--- src/rtl/qea_host_sequencer.sv ---
// qea_host_sequencer
//   Host-side initiator for the QEA load/run/readback protocol (QEA is the responder).
//   A job loads a stream of context words into QEA CTX RAM from address 0. It then
//   writes the |0..0> initial state into STATE RAM, pulses start and waits for complete.
//   Finally it reads every state row back and presents each row on a valid/ready
//   result stream.
// Ports
//   clk, rst                         clock, asynchronous active-high reset
//   i_cmd_start/i_qbit_num/i_ins_num job request, sampled only while idle
//   i_ctx_valid/i_ctx_data/o_ctx_ready context word stream in
//   o_ctx_en/o_ctx_wea/o_ctx_addr/o_ctx_data  QEA context RAM write port
//   o_qea_start/o_qbit_num           QEA start pulse and latched qubit count
//   o_state_ena/o_state_wea/o_state_addr/o_state_din  QEA state RAM port
//   i_qea_complete/i_state_dout      QEA completion flag and state read data
//   o_res_valid/i_res_ready/o_res_addr/o_res_data     result row stream out
//   o_busy/o_done/o_error            status (done/error are 1-cycle pulses)
module qea_host_sequencer #(
    parameter int PE_NUM                  = 4,
    parameter int STATE_DATA_WIDTH        = 64,
    parameter int STATE_ADDR_WIDTH        = 16,
    parameter int GATE_CONTEXT_DATA_WIDTH = 64,
    parameter int GATE_CONTEXT_ADDR_WIDTH = 16,
    parameter int MAX_QBIT_WIDTH          = 6,
    parameter int NUM_FRAC_BIT            = 30,
    parameter int RD_LATENCY              = 1,
    parameter int TIMEOUT_CYCLES          = 2**20
) (
    input  logic                                  clk,
    input  logic                                  rst,
    input  logic                                  i_cmd_start,
    input  logic [MAX_QBIT_WIDTH-1:0]             i_qbit_num,
    input  logic [GATE_CONTEXT_ADDR_WIDTH:0]      i_ins_num,
    input  logic                                  i_ctx_valid,
    input  logic [GATE_CONTEXT_DATA_WIDTH-1:0]    i_ctx_data,
    output logic                                  o_ctx_ready,
    output logic                                  o_ctx_en,
    output logic                                  o_ctx_wea,
    output logic [GATE_CONTEXT_ADDR_WIDTH-1:0]    o_ctx_addr,
    output logic [GATE_CONTEXT_DATA_WIDTH-1:0]    o_ctx_data,
    output logic                                  o_qea_start,
    output logic [MAX_QBIT_WIDTH-1:0]             o_qbit_num,
    output logic                                  o_state_ena,
    output logic                                  o_state_wea,
    output logic [STATE_ADDR_WIDTH-1:0]           o_state_addr,
    output logic [PE_NUM*STATE_DATA_WIDTH-1:0]    o_state_din,
    input  logic                                  i_qea_complete,
    input  logic [PE_NUM*STATE_DATA_WIDTH-1:0]    i_state_dout,
    output logic                                  o_res_valid,
    input  logic                                  i_res_ready,
    output logic [STATE_ADDR_WIDTH-1:0]           o_res_addr,
    output logic [PE_NUM*STATE_DATA_WIDTH-1:0]    o_res_data,
    output logic                                  o_busy,
    output logic                                  o_done,
    output logic                                  o_error
);

    localparam int SDW    = STATE_DATA_WIDTH;
    localparam int SAW    = STATE_ADDR_WIDTH;
    localparam int GCAW   = GATE_CONTEXT_ADDR_WIDTH;
    localparam int MQW    = MAX_QBIT_WIDTH;
    localparam int ROW_W  = PE_NUM * SDW;
    localparam int CCNT_W = GCAW + 1;   // must hold ins_num == 2**GCAW
    localparam int RCNT_W = SAW + 1;    // must hold ROWS == 2**SAW
    localparam int WD_W   = $clog2(TIMEOUT_CYCLES) + 1;
    localparam int LAT_W  = (RD_LATENCY > 1) ? $clog2(RD_LATENCY) : 1;

    // |0..0>: real part of the top lane amplitude is 1.0, everything else zero
    localparam logic [ROW_W-1:0] INIT_ROW =
        {{(SDW/2-NUM_FRAC_BIT-1){1'b0}}, 1'b1, {(ROW_W-SDW/2+NUM_FRAC_BIT){1'b0}}};

    typedef enum logic [3:0] {
        IDLE, LOAD_CTX, INIT_STATE, START, START_GAP,
        WAIT_CPL, RD_ISSUE, RD_WAIT, RD_HOLD, DONE
    } state_t;

    state_t                   state_q, state_d;
    logic [MQW-1:0]           qbit_q;
    logic [CCNT_W-1:0]        ins_q;
    logic [CCNT_W-1:0]        ctx_cnt_q;
    logic [RCNT_W-1:0]        rows_q;
    logic [RCNT_W-1:0]        row_cnt_q;
    logic [WD_W-1:0]          wd_cnt_q;
    logic [LAT_W-1:0]         lat_cnt_q;
    logic                     ctx_en_q;
    logic [GCAW-1:0]          ctx_addr_q;
    logic [GATE_CONTEXT_DATA_WIDTH-1:0] ctx_data_q;
    logic [ROW_W-1:0]         res_data_q;
    logic                     err_q;

    logic qbit_ok, ctx_fire, ctx_last, row_last, wd_last, lat_last;

    assign qbit_ok  = (i_qbit_num >= MQW'(2)) && (i_qbit_num <= MQW'(SAW + 2));
    assign ctx_fire = i_ctx_valid && (state_q == LOAD_CTX);
    assign ctx_last = (ctx_cnt_q + CCNT_W'(1)) == ins_q;
    assign row_last = row_cnt_q == (rows_q - RCNT_W'(1));
    assign wd_last  = wd_cnt_q == WD_W'(TIMEOUT_CYCLES - 1);
    assign lat_last = lat_cnt_q == LAT_W'(RD_LATENCY - 1);

    always_comb begin
        state_d = state_q;
        case (state_q)
            IDLE:       if (i_cmd_start && qbit_ok)
                            state_d = (i_ins_num == '0) ? INIT_STATE : LOAD_CTX;
            LOAD_CTX:   if (ctx_fire && ctx_last) state_d = INIT_STATE;
            INIT_STATE: if (row_last) state_d = START;
            START:      state_d = START_GAP;
            START_GAP:  state_d = WAIT_CPL;
            WAIT_CPL:   if (i_qea_complete) state_d = RD_ISSUE;
                        else if (wd_last)   state_d = IDLE;
            RD_ISSUE:   state_d = RD_WAIT;
            RD_WAIT:    if (lat_last) state_d = RD_HOLD;
            RD_HOLD:    if (i_res_ready) state_d = row_last ? DONE : RD_ISSUE;
            DONE:       state_d = IDLE;
            default:    state_d = IDLE;
        endcase
    end

    always_ff @(posedge clk or posedge rst) begin
        if (rst) begin
            state_q    <= IDLE;
            qbit_q     <= '0;
            ins_q      <= '0;
            ctx_cnt_q  <= '0;
            rows_q     <= '0;
            row_cnt_q  <= '0;
            wd_cnt_q   <= '0;
            lat_cnt_q  <= '0;
            ctx_en_q   <= 1'b0;
            ctx_addr_q <= '0;
            ctx_data_q <= '0;
            res_data_q <= '0;
            err_q      <= 1'b0;
        end else begin
            state_q  <= state_d;
            err_q    <= 1'b0;
            ctx_en_q <= 1'b0;
            case (state_q)
                IDLE: if (i_cmd_start) begin
                    if (qbit_ok) begin
                        qbit_q    <= i_qbit_num;
                        ins_q     <= i_ins_num;
                        rows_q    <= RCNT_W'(1) << (i_qbit_num - MQW'(2));
                        ctx_cnt_q <= '0;
                        row_cnt_q <= '0;
                    end else begin
                        err_q <= 1'b1;
                    end
                end
                // context write is registered: the beat accepted now is written next cycle
                LOAD_CTX: if (ctx_fire) begin
                    ctx_en_q   <= 1'b1;
                    ctx_addr_q <= ctx_cnt_q[GCAW-1:0];
                    ctx_data_q <= i_ctx_data;
                    ctx_cnt_q  <= ctx_cnt_q + CCNT_W'(1);
                end
                INIT_STATE: row_cnt_q <= row_last ? '0 : row_cnt_q + RCNT_W'(1);
                START:      wd_cnt_q  <= '0;
                WAIT_CPL: begin
                    wd_cnt_q <= wd_cnt_q + WD_W'(1);
                    if (i_qea_complete) row_cnt_q <= '0;
                    else if (wd_last)   err_q     <= 1'b1;
                end
                RD_ISSUE: lat_cnt_q <= '0;
                RD_WAIT: begin
                    lat_cnt_q <= lat_cnt_q + LAT_W'(1);
                    if (lat_last) res_data_q <= i_state_dout;
                end
                RD_HOLD: if (i_res_ready && !row_last) row_cnt_q <= row_cnt_q + RCNT_W'(1);
                default: ;
            endcase
        end
    end

    assign o_ctx_ready  = (state_q == LOAD_CTX);
    assign o_ctx_en     = ctx_en_q;
    assign o_ctx_wea    = ctx_en_q;
    assign o_ctx_addr   = ctx_addr_q;
    assign o_ctx_data   = ctx_data_q;
    assign o_qea_start  = (state_q == START);
    assign o_qbit_num   = qbit_q;
    assign o_state_ena  = (state_q == INIT_STATE) || (state_q == RD_ISSUE);
    assign o_state_wea  = (state_q == INIT_STATE);
    assign o_state_addr = row_cnt_q[SAW-1:0];
    assign o_state_din  = ((state_q == INIT_STATE) && (row_cnt_q == '0)) ? INIT_ROW : '0;
    assign o_res_valid  = (state_q == RD_HOLD);
    assign o_res_addr   = row_cnt_q[SAW-1:0];
    assign o_res_data   = res_data_q;
    assign o_busy       = (state_q != IDLE);
    assign o_done       = (state_q == DONE);
    assign o_error      = err_q;

endmodule

--- config.mk ---
export PLATFORM = sky130hd
export DESIGN_NAME = qea_host_sequencer
export DESIGN_NICKNAME = d
export VERILOG_FILES = /design/src/rtl/qea_host_sequencer.sv
export SDC_FILE = /design/constraint.sdc
export NUM_CORES = 1
export LEC_CHECK = 0
export BUFFER_PORTS_ARGS = -buffer_cell sky130_fd_sc_hd__buf_2
export CORE_AREA = 3 3 379 381
export CTS_CLUSTER_SIZE = 12
export DETAILED_ROUTE_END_ITERATION = 8
export DIE_AREA = 0 0 382 384
export PLACE_DENSITY = 0.34
export SYNTH_ARGS = -nofsm -noshare
export SYNTH_HDL_FRONTEND = slang
export SYNTH_SLANG_ARGS = --single-unit
--- constraint.sdc ---
create_clock -name clk -period 14.7 [get_ports clk]
set_clock_uncertainty 0.2 [all_clocks]
set_input_delay 2.205 -clock clk [delete_from_list [all_inputs] [get_ports clk]]
set_output_delay 2.205 -clock clk [all_outputs]
set_load 0.03 [all_outputs]
==> impl_results.md <==
* Status: completed
* Unrepaired setup endpoints after global routing: false
* Yosys cell types at 68
* Gr usage total at 10.7%
* Slew Viols, Final at 0
* Measured slew at the worst slew-check pin at 1070 ps
* Setup-failing EPs final at 0
* Kind of end point of the critical path: primary output
* Seq/Total Area, Yosys at 52.7%
* Clock Sinks at 438
* Avg Cell Area, Syn at 11.1 sq um
* Core area at about 0.14 sq mm
* Clk slew on worst S/H paths at 50 ps
* Post-Syn Instances at 1882
* Via count at approximately 16000
* Setup CP Type: reg -> out
* Chip height at 384 microns
* Nets at 2916
* Top sig layer: met5
* Mapped Area at 0.0208 sq mm
* Filler instances at between 15000 and 20000
* Rel. slew slack at 28.9%
* CP Data Arrival Time at 2590 ps
* Dpl hpwl at 64.0 mm
* DR pass1 iterations at 5
* Fin crit share at 34.0%
* Die X at 382 microns
* CP required at 12300 ps
* Routed WL at 82.8 mm
* TritonCTS Buffers at 57
* Worst Hold Class: reg -> reg
* Post-CTS resize count at 0
* First-pass GRT wire length at 116 mm
* Ys flop type: dfrtp_1
* Drt wl/cell at roughly 18 microns
* DRC violation total after the first TritonRoute iteration at 674
* CTS Root Cell: clkbuf_16
* Vias per cell at 3.50
* Worst slack, placed at approximately 9000 ps
* WL met1 at 34.6 mm
* TritonCTS clock tree: done
* Routed wl met3 at 6.51 mm
* Post-synth EDFFs at 0
* Port bufs at 733
* Commonest non-fill, non-tap cell in the layout: buf_2
* Worst Setup Slack, final at 9710 ps
* Max cap viols at 0
* Max Root-Sink Buffers at 3
* Max Fclk at 200 MHz
* Layout cell share with drive strength beyond 1 at 43.3%
* Final hold vios at 0
* Min cycle time layout at approximately 5000 ps
* YS warnings at 0
* DRC at 0
* CTS Hold Bufs at 0
* Flip-flop and latch area at around 0.011 sq mm
* # Post-CTS Setup Buffers at 0
* GP Congestion at 0.777
* Initial antenna violation count at 37
* Rows at 138
* Remaining antenna violation count at 0
* Multi-input logic area at 0.00818 sq mm
* CTS H-tree depth at 2
* Startpoint Class: register
* Share of synthesized registers carrying an async set or reset at 100%
* Clock latency on the worst-skew pair at 630 ps
* Sum Neg Setup Slack at 0 ps
* Die ar. at roughly 0.15 sq mm
* Detail Route met2 WL at about 39 mm
* Pwr dens at 223 mW/mm^2
* Worst vdd rail ir drop at 0.120 mV
* I/O pins at 989
* Seq cells post-synth at 438
* Leak at 13.2 nW
* Commonest cells after routing, fill and taps aside: 733 x buf_2, 438 x dfrtp_1, 312 x nand2_1, 274 x mux2_2, 255 x conb_1
* Area Growth Syn to Fin at 31.1%
* Initial core utilization at between 10% and 20%
* Global route overflow at 0
* Worst-path fanout max at 14
* Largest net degree at the start of global routing at 137
* Vias in the first global route at 15653
[worst max-delay path, stage by stage, from the launching register on]
cell and delay, ps:
dfrtp_1 520, nand2b_1 250, nor3_1 590, nand3_1 230, nor2_1 160, buf_2 210
[per-stage QoR]
| step | cell area (sq um) | hold slack (ps) | utilization (%) | total power (W) | instances |
|---|---|---|---|---|---|
| CTS | 27300 | 270 | 19.3 | 0.00623 | 4490 |
| finish | 27300 | 263 | 19.4 | 0.00608 | 4504 |
| detailed placement | 25400 | 257 | 18.0 | 0.00478 | 4391 |
| global route | 27300 | 276 | 19.4 | 0.00644 | 4492 |
| global placement | 25400 | 256 | 18.0 | 0.00478 | 4391 |
| floorplan | 21800 | 237 | - | 0.00381 | 2136 |
[report_power, final]
group          leakage, nW  internal [W]  switching, W  total, W
Clock                0.907      0.000805      0.000575   0.00138
Combinational         6.89      0.000818       0.00187   0.00269
Sequential            5.38       0.00170      0.000308   0.00201
Total                 13.2       0.00332       0.00276   0.00608
[cell usage after synthesis, types with 3 or more instances]
cell type,number,share of area (%)
a31oi_1,11,0.33
a22oi_1,3,0.11
nor4_1,15,0.45
or2_1,3,0.090
nand3_1,37,0.89
o21ai_0,49,1.2
a32o_1,4,0.19
and2_1,4,0.12
or4b_1,5,0.24
o41ai_1,8,0.34
nand3b_1,3,0.11
nor3b_1,4,0.14
ha_1,7,0.42
nor4b_1,4,0.17
clkbuf_1,89,1.6
nor3_1,15,0.36
nand4b_1,3,0.13
and3_1,10,0.30
a211oi_1,5,0.18
nand4_1,18,0.54
a21oi_1,26,0.63
or3_1,5,0.15
o31ai_1,20,0.72
mux2_2,274,15
xor2_1,13,0.55
a22o_1,14,0.59
dfrtp_1,438,53
xnor2_1,28,1.2
nor2_1,46,0.83
buf_4,289,10
or4_1,14,0.50
or2_2,3,0.090
o21a_1,3,0.11
mux2i_1,11,0.53
o21ai_1,6,0.14
nand2_1,313,5.6
nand2b_1,11,0.33
o211ai_1,7,0.25
inv_1,24,0.43
buf_2,4,0.096
[metal layers]
metal | vias to the layer above | global-route usage (%)
met5 | - | 0
met4 | 22 | 2.87
met3 | 113 | 3.66
met2 | 598 | 17.6
met1 | 7790 | 13.3
li1 | 7259 | -
[sequential cells by signal, indices dropped and copies added, names as in the netlist]
register    count
wd_cnt_q       21
o_res_data    256
o_ctx_data     64
ins_q          17
ctx_cnt_q      17
row_cnt_q      17
o_qbit_num      6
o_ctx_addr     16
lat_cnt_q       1
o_ctx_en        1
o_error         1
state_q         4
rows_q         17
[path summary, 6_finish.rpt]
| kind | start | endpoint | slack [ps] | cells after the start |
|---|---|---|---|---|
| worst max register to register | state_q[3] | state_q[2] | 10540 | 10 |
| max in group asynchronous | rst | o_res_data[64] | 9850 | 5 |
| worst min register to register | wd_cnt_q[13] | wd_cnt_q[13] | 260 | 1 |
| worst max-delay path | state_q[0] | o_state_din[254] | 9710 | 5 |
| worst min-delay path | wd_cnt_q[13] | wd_cnt_q[13] | 260 | 1 |
| min in group asynchronous | rst | o_res_data[252] | 1460 | 2 |
[final cells by class]
cell class | instances | area share (%)
Antenna cell | 14 | 0.128
Clock inverter | 14 | 0.573
Clock buffer | 85 | 6.16
Tap cell | 1890 | 8.66
Inverter | 25 | 0.371
Sequential cell | 438 | 40.2
Multi-Input combinational cell | 1287 | 30.0
Timing Repair Buffer | 751 | 14.0
[kinds of logic after synthesis]
family | Yosys count | synth area share [%]
compound gates | 176 | 5.61
xor+xnor | 41 | 1.73
fa+ha+maj | 7 | 0.421
buf+inv | 411 | 12.7
flops | 438 | 52.7
mux | 285 | 15.4
other cells | 1 | 0.0180
simple gates | 523 | 11.5
Note: power is estimated with default switching activity, not from simulation.
